$ cat config.mk
export PLATFORM = sky130hd
export DESIGN_NAME = imem_fetch
export DESIGN_NICKNAME = d
export VERILOG_FILES = /design/src/rtl/imem_fetch.sv
export SDC_FILE = /design/constraint.sdc
export NUM_CORES = 1
export LEC_CHECK = 0
export CAP_MARGIN = 10
export CORE_MARGIN = 5
export CORE_UTILIZATION = 39
export CTS_BUF_LIST = sky130_fd_sc_hd__clkbuf_16
export DETAILED_ROUTE_END_ITERATION = 16
export GPL_TIMING_DRIVEN = 0
export MAX_ROUTING_LAYER = met4
export PLACE_DENSITY = 0.85
export SKIP_CTS_REPAIR_TIMING = 1
export SYNTH_ARGS = -nofsm -noshare
export SYNTH_HDL_FRONTEND = slang
export SYNTH_SLANG_ARGS = --single-unit
$ cat constraint.sdc
create_clock -name clk -period 2.25 [get_ports clk]
set_clock_uncertainty 0.05 [all_clocks]
set_input_delay 0.5625 -clock clk [delete_from_list [all_inputs] [get_ports clk]]
set_output_delay 0.5625 -clock clk [all_outputs]
set_load 0.01 [all_outputs]
$ cat src/rtl/imem_fetch.sv
// imem_fetch: instruction fetch stage sitting directly downstream of IMEM.
// It holds the program counter, drives the IMEM read address, and registers
// the returned word. The word goes to decode over a valid/ready handshake.
// Fetch supports PC redirect, a halt word that stops fetching, and PC
// wrap-around at PROG_LEN.
//
// Optional feature macro: IMEM_FETCH_PERF_EN
//   defined   -> fetch_count counts accepted instructions and saturates.
//   undefined -> fetch_count is tied to 0 and no counter is built.
//
// Ports:
//   clk           in   rising-edge clock
//   rst           in   synchronous, active-low reset
//   run           in   fetch enable from the system controller
//   imem_addr     out  IMEM read address (equal to the PC)
//   imem_data     in   IMEM combinational read data for imem_addr
//   instr         out  registered instruction to decode
//   instr_pc      out  address instr was fetched from
//   instr_valid   out  instr/instr_pc valid
//   instr_ready   in   decode accepts instr this cycle
//   redirect      in   load redirect_addr into PC, flush held instruction
//   redirect_addr in   new PC
//   halted        out  halt word fetched, fetching stopped
//   fetch_count   out  delivered-instruction count (perf build only)
module imem_fetch #(
    parameter int                ADDR_W    = 6,
    parameter int                DATA_W    = 16,
    parameter int                PROG_LEN  = 64,
    parameter logic [DATA_W-1:0] HALT_WORD = '1
) (
    input  logic              clk,
    input  logic              rst,
    input  logic              run,
    output logic [ADDR_W-1:0] imem_addr,
    input  logic [DATA_W-1:0] imem_data,
    output logic [DATA_W-1:0] instr,
    output logic [ADDR_W-1:0] instr_pc,
    output logic              instr_valid,
    input  logic              instr_ready,
    input  logic              redirect,
    input  logic [ADDR_W-1:0] redirect_addr,
    output logic              halted,
    output logic [15:0]       fetch_count
);

    typedef enum logic [1:0] {
        IDLE  = 2'd0,
        FETCH = 2'd1,
        HALT  = 2'd2
    } state_t;

    // One bit wider than the PC so that PROG_LEN = 2^ADDR_W is representable.
    localparam logic [ADDR_W:0] LAST_PC = (ADDR_W+1)'(PROG_LEN - 1);

    state_t            state;
    state_t            state_next;
    logic [ADDR_W-1:0] pc;
    logic [ADDR_W-1:0] pc_inc;
    logic              slot_free;
    logic              accept;
    logic              capture;
    logic              is_halt;

    assign imem_addr = pc;
    assign slot_free = !instr_valid || instr_ready;
    assign accept    = instr_valid && instr_ready;
    assign is_halt   = (imem_data == HALT_WORD);

    // The ">=" comparison also wraps a redirect target at or beyond
    // PROG_LEN back to 0 after its first fetch.
    assign pc_inc = ({1'b0, pc} >= LAST_PC) ? '0 : pc + ADDR_W'(1);

    always_ff @(posedge clk) begin
        if (!rst) begin
            state <= IDLE;
        end else begin
            state <= state_next;
        end
    end

    always_comb begin
        state_next = state;
        capture    = 1'b0;
        if (redirect) begin
            // Redirect has top priority. IDLE only reloads the PC.
            if (state != IDLE) begin
                state_next = run ? FETCH : IDLE;
            end
        end else begin
            case (state)
                IDLE: begin
                    if (run) begin
                        state_next = FETCH;
                    end
                end
                FETCH: begin
                    if (!run) begin
                        state_next = IDLE;
                    end else if (slot_free) begin
                        capture = 1'b1;
                        if (is_halt) begin
                            state_next = HALT;
                        end
                    end
                end
                HALT: begin
                    state_next = HALT;
                end
                default: begin
                    state_next = IDLE;
                end
            endcase
        end
    end

    always_ff @(posedge clk) begin
        if (!rst) begin
            pc          <= '0;
            instr       <= '0;
            instr_pc    <= '0;
            instr_valid <= 1'b0;
            halted      <= 1'b0;
        end else if (redirect) begin
            pc          <= redirect_addr;
            instr_valid <= 1'b0;
            halted      <= 1'b0;
        end else if (capture) begin
            instr       <= imem_data;
            instr_pc    <= pc;
            instr_valid <= 1'b1;
            pc          <= pc_inc;
            if (is_halt) begin
                halted <= 1'b1;
            end
        end else if (accept) begin
            instr_valid <= 1'b0;
        end
    end

`ifdef IMEM_FETCH_PERF_EN
    logic [15:0] count_q;

    // A word flushed by redirect is not counted, even when instr_ready is high.
    always_ff @(posedge clk) begin
        if (!rst) begin
            count_q <= '0;
        end else if (accept && !redirect && (count_q != '1)) begin
            count_q <= count_q + 16'd1;
        end
    end

    assign fetch_count = count_q;
`else
    assign fetch_count = '0;
`endif

endmodule

Yosys cells after proc, flatten, opt, wreduce, memory -nomap -nowiden
Index checks and enable logic that the tools add are counted.

word-level totals
  bits in registers = 32
  input bits = 27
  logic and storage cells = 45

operators by class
  add/sub/neg operators = 1
  $lt $le $gt $ge = 1
  equal/unequal tests = 7
  muxes and demuxes = 17
  bitwise operators = 2
  reduce and logical (&&, ||, !) cells = 11

operators with widths
  operator              number
  $mux 6                3
  $eq 16x16->1 const B  1
  $mux 2                6
  $ne 4x4->1 const B    2
  $mux 1                7
  $add 6x1->6 const B   1
  $ge 6x6->1 const B    1
  $pmux 2 s3            1
  $reduce_bool 2->1     3
  $reduce_and 2->1      2
  $reduce_and 4->1      1
  $ne 3x3->1 const B    1
  $eq 2x1->1 const B    1
  $eq 2x2->1 const B    1
  $logic_not 2->1       1
  $ne 2x1->1 const B    1
  $not 1->1             2
  $reduce_or 2->1       1
  $logic_and 1x1->1     1
  $logic_not 1->1       1
  $logic_or 1x1->1      1

Logic depth before layout (Yosys ltp)
  depth after elaboration = 8
  depth in mapped cells = 5
  gate-level depth less buffers = 5

Worst setup path before layout
No wires, ideal clock.

  kind = input port to flip-flop
  start point = in imem_data[6]
  end point = reg state[0]
  setup time = 116 ps
  arrival time = 1285 ps
  data required time = 2084 ps
  slack = 798 ps
  stages on the path = 4
  cells stage by stage = nand4_1 -> nor4_2 -> nand4_1 -> and4_1

on the way
  longest elaborated chain between the ends = 3

ends and longest elaborated chain
  element                     RTL line  source
  from (decl)                 35        input logic [DATA_W-1:0] imem_data,
  $eq 16x16->1                67        assign is_halt = (imem_data == HALT_WORD);
  $ne 4x4->1 (no line)        -
  $reduce_and 4->1 (no line)  -
  to (signal assigned)        77        state <= state_next;
  to (decl)                   55        state_t state;

No other way between the ends.
A chain may end at the register's enable or synchronous reset.

Final worst setup path
  start point = reg pc[0] (netlist: imem_addr[0])
  end point = out imem_addr[0]

RTL lines
  element                 RTL line  source
  from (decl)             57        logic [ADDR_W-1:0] pc;
  from (signal assigned)  124       pc <= redirect_addr;
  from (signal assigned)  131       pc <= pc_inc;
  to (decl)               34        output logic [ADDR_W-1:0] imem_addr,

No word-level cell between the ends.

==> reports/metrics.cfg <==
[cts]
numCtsBuffers = 5
clock_latency_ps = 280
clockBufferDepth = 2
path_clk_slew_ps = 50
cts_root_buf = clkbuf_16
cts_tree = built
clock-sinks = 32
ctsHtreeMaxLevel = 2

[detailed_routing]
vias = 1424
drc = 0
drt-total-wl_microns = 3890
vias_per_cell = 4.64
drtIter0Drc = 87
antenna_left = 0
wl_per_cell_microns = 12.7
first_pass_iters = 4

[timing]
setup_viol = 0
setup_tns_ps = 0
min_period_ps = 1950
finalHoldViolations = 0
rsz0062_at_grt = false
period_share = 0.867
worst_slack_ps = 300
drv_slew = 0
timing.fmax_mhz = 513

[setup_path]
end_kind = output pin
crit_type = flop to output pin
path_buf_inv = 1
crit_chain = clkdlybuf4s50_1
max_stage_delay_ps = 600
arrival_ps = 1340
timing.critical_path.fanout_max = 8
crit_cells = 1
cp_slowest_cell = clkdlybuf4s50_1
cp_data_required_time_ps = 1640
worst-r2r-cell-count = 5
start_kind = flop
crit_family = buffers and inverters

[placement]
gp_congestion = 0.919
numPortBuffers = 55
hpwlAfterDp_microns = 2980
post-place-ws_ps = 139

[floorplanning]
die_area_sq_um = 5240
io_pins = 73
fp.dieW_microns = 72.4
die_y_microns = 72.4
core_area_sq_um = 3720
num_rows = 22
initial_core_util = 0.409

[pwr]
power_mw = 1.53
p_leak_nw = 0.892
ir_drop_mv = 0.374
powerDensity_nw_per_um2 = 650

[global_route]
grtUsageTotal = 0.164
grt_max_degree = 11
antenna_found_initial = 0
overflow = 0
grt_first_pass_wirelength_microns = 6410
grt_pass1_vias = 1388

[cells_and_area]
drive_gt1_frac = 0.135
utilization = 0.632
mostFrequentLayoutCell = clkdlybuf4s50_1
final_cell_mix = clkdlybuf4s50_1, nand2_1, dfxtp_1
fill_cells = 333
diodes = 0
finalNetCount = 286
synthToLayoutAreaGrowth_pct = 54.7

[min_path]
whs_path_depth = 2
hp-class = flop to flop

[flow_run]
cap_violations = 0

[status]
status = finished, final reports clean

[synthesis]
synth_warnings = 0
synth_cell_types = 35
yosysSeqAreaShare = 0.422
syn_area_per_cell_sq_um = 8.39
syn_inst = 181
netlist_area_sq_um = 1520
ys_seq_elements = 32

[cell type report]
cell class                 instances  area (sq um)  area share
clock buffer                       5           125      0.0532
tap                               48          60.1      0.0256
timing repair buffer              55           551       0.234
buffer                            24           156      0.0666
clock inverter                     3          38.8      0.0165
multi-input combinational        139           774       0.330
sequential                        32           641       0.273
inverter                           1          3.75     0.00160
[Yosys cell counts, drive strengths merged]
cell type | number | area, sq um
clkbuf | 3 | 11.3
nand4 | 5 | 31.3
conb | 1 | 3.75
a21boi | 22 | 165
or2 | 1 | 6.26
nand2b | 1 | 6.26
nor4b | 1 | 23.8
nor2b | 1 | 8.76
o21ai | 6 | 30.0
and4 | 1 | 8.76
ha | 1 | 12.5
a31oi | 1 | 6.26
nor2 | 4 | 17.5
o311a | 1 | 10.0
xnor2 | 1 | 8.76
mux2i | 1 | 10.0
nor3 | 2 | 21.3
nand3b | 2 | 27.5
a21oi | 12 | 60.1
o31ai | 1 | 7.51
buf | 21 | 145
and2b | 1 | 7.51
nor4 | 2 | 18.8
dfxtp | 32 | 641
xor2 | 1 | 8.76
nand3 | 5 | 25.0
inv | 1 | 3.75
and3b | 1 | 8.76
nand2 | 49 | 184
[kinds of logic after synthesis]
| family | Yosys count | share of synthesized area |
|---|---|---|
| simple gates | 76 | 0.260 |
| compound gates | 43 | 0.184 |
| flops | 32 | 0.422 |
| buf+inv | 25 | 0.105 |
| xor+xnor | 2 | 0.0115 |
| fa+ha+maj | 1 | 0.00824 |
| other cells | 1 | 0.00247 |
| mux | 1 | 0.00659 |
[routing by layer]
layer  global-route usage  routed length [microns]  share of wire  up-vias
met5                    -                        0              0        -
met4               0.0779                       35         0.0090        0
met3               0.0554                      340          0.088        4
met2                0.239                     1760           0.45       53
met1                0.203                     1750           0.45      628
li1                     -                        -              -      739
[final timing paths]
| kind | startpoint | to | slack (ps) |
|---|---|---|---|
| setup reg to reg | imem_addr[0]$_SDFFE_PN0P_ | imem_addr[3]$_SDFFE_PN0P_ | 790 |
| hold reg to reg | instr[8]$_SDFFE_PN0P_ | instr[8]$_SDFFE_PN0P_ | 400 |
| hold / removal | instr[8]$_SDFFE_PN0P_ | instr[8]$_SDFFE_PN0P_ | 400 |
| setup / recovery | imem_addr[0]$_SDFFE_PN0P_ | imem_addr[0] | 300 |
[power breakdown]
group / internal (mW) / switching [mW] / total [mW]
Clock: 0.515 / 0.236 / 0.751
Combinational: 0.103 / 0.0737 / 0.177
Sequential: 0.582 / 0.0183 / 0.600
Total: 1.20 / 0.328 / 1.53
[registers in the layout, indices dropped and copies added, names as in the netlist]
register / cells
instr_valid: 1
instr: 16
state: 2
halted: 1
imem_addr: 6
instr_pc: 6
[through the flow]
step	std cells	area [sq um]	hold slack [ps]
3_5_place_dp	299	2190	395
2_1_floorplan	196	1580	429
4_1_cts	307	2350	402
6_report	307	2350	400
3_3_place_gp	299	2190	390
5_1_grt	307	2350	423
Power figures use the tool's default switching activity.
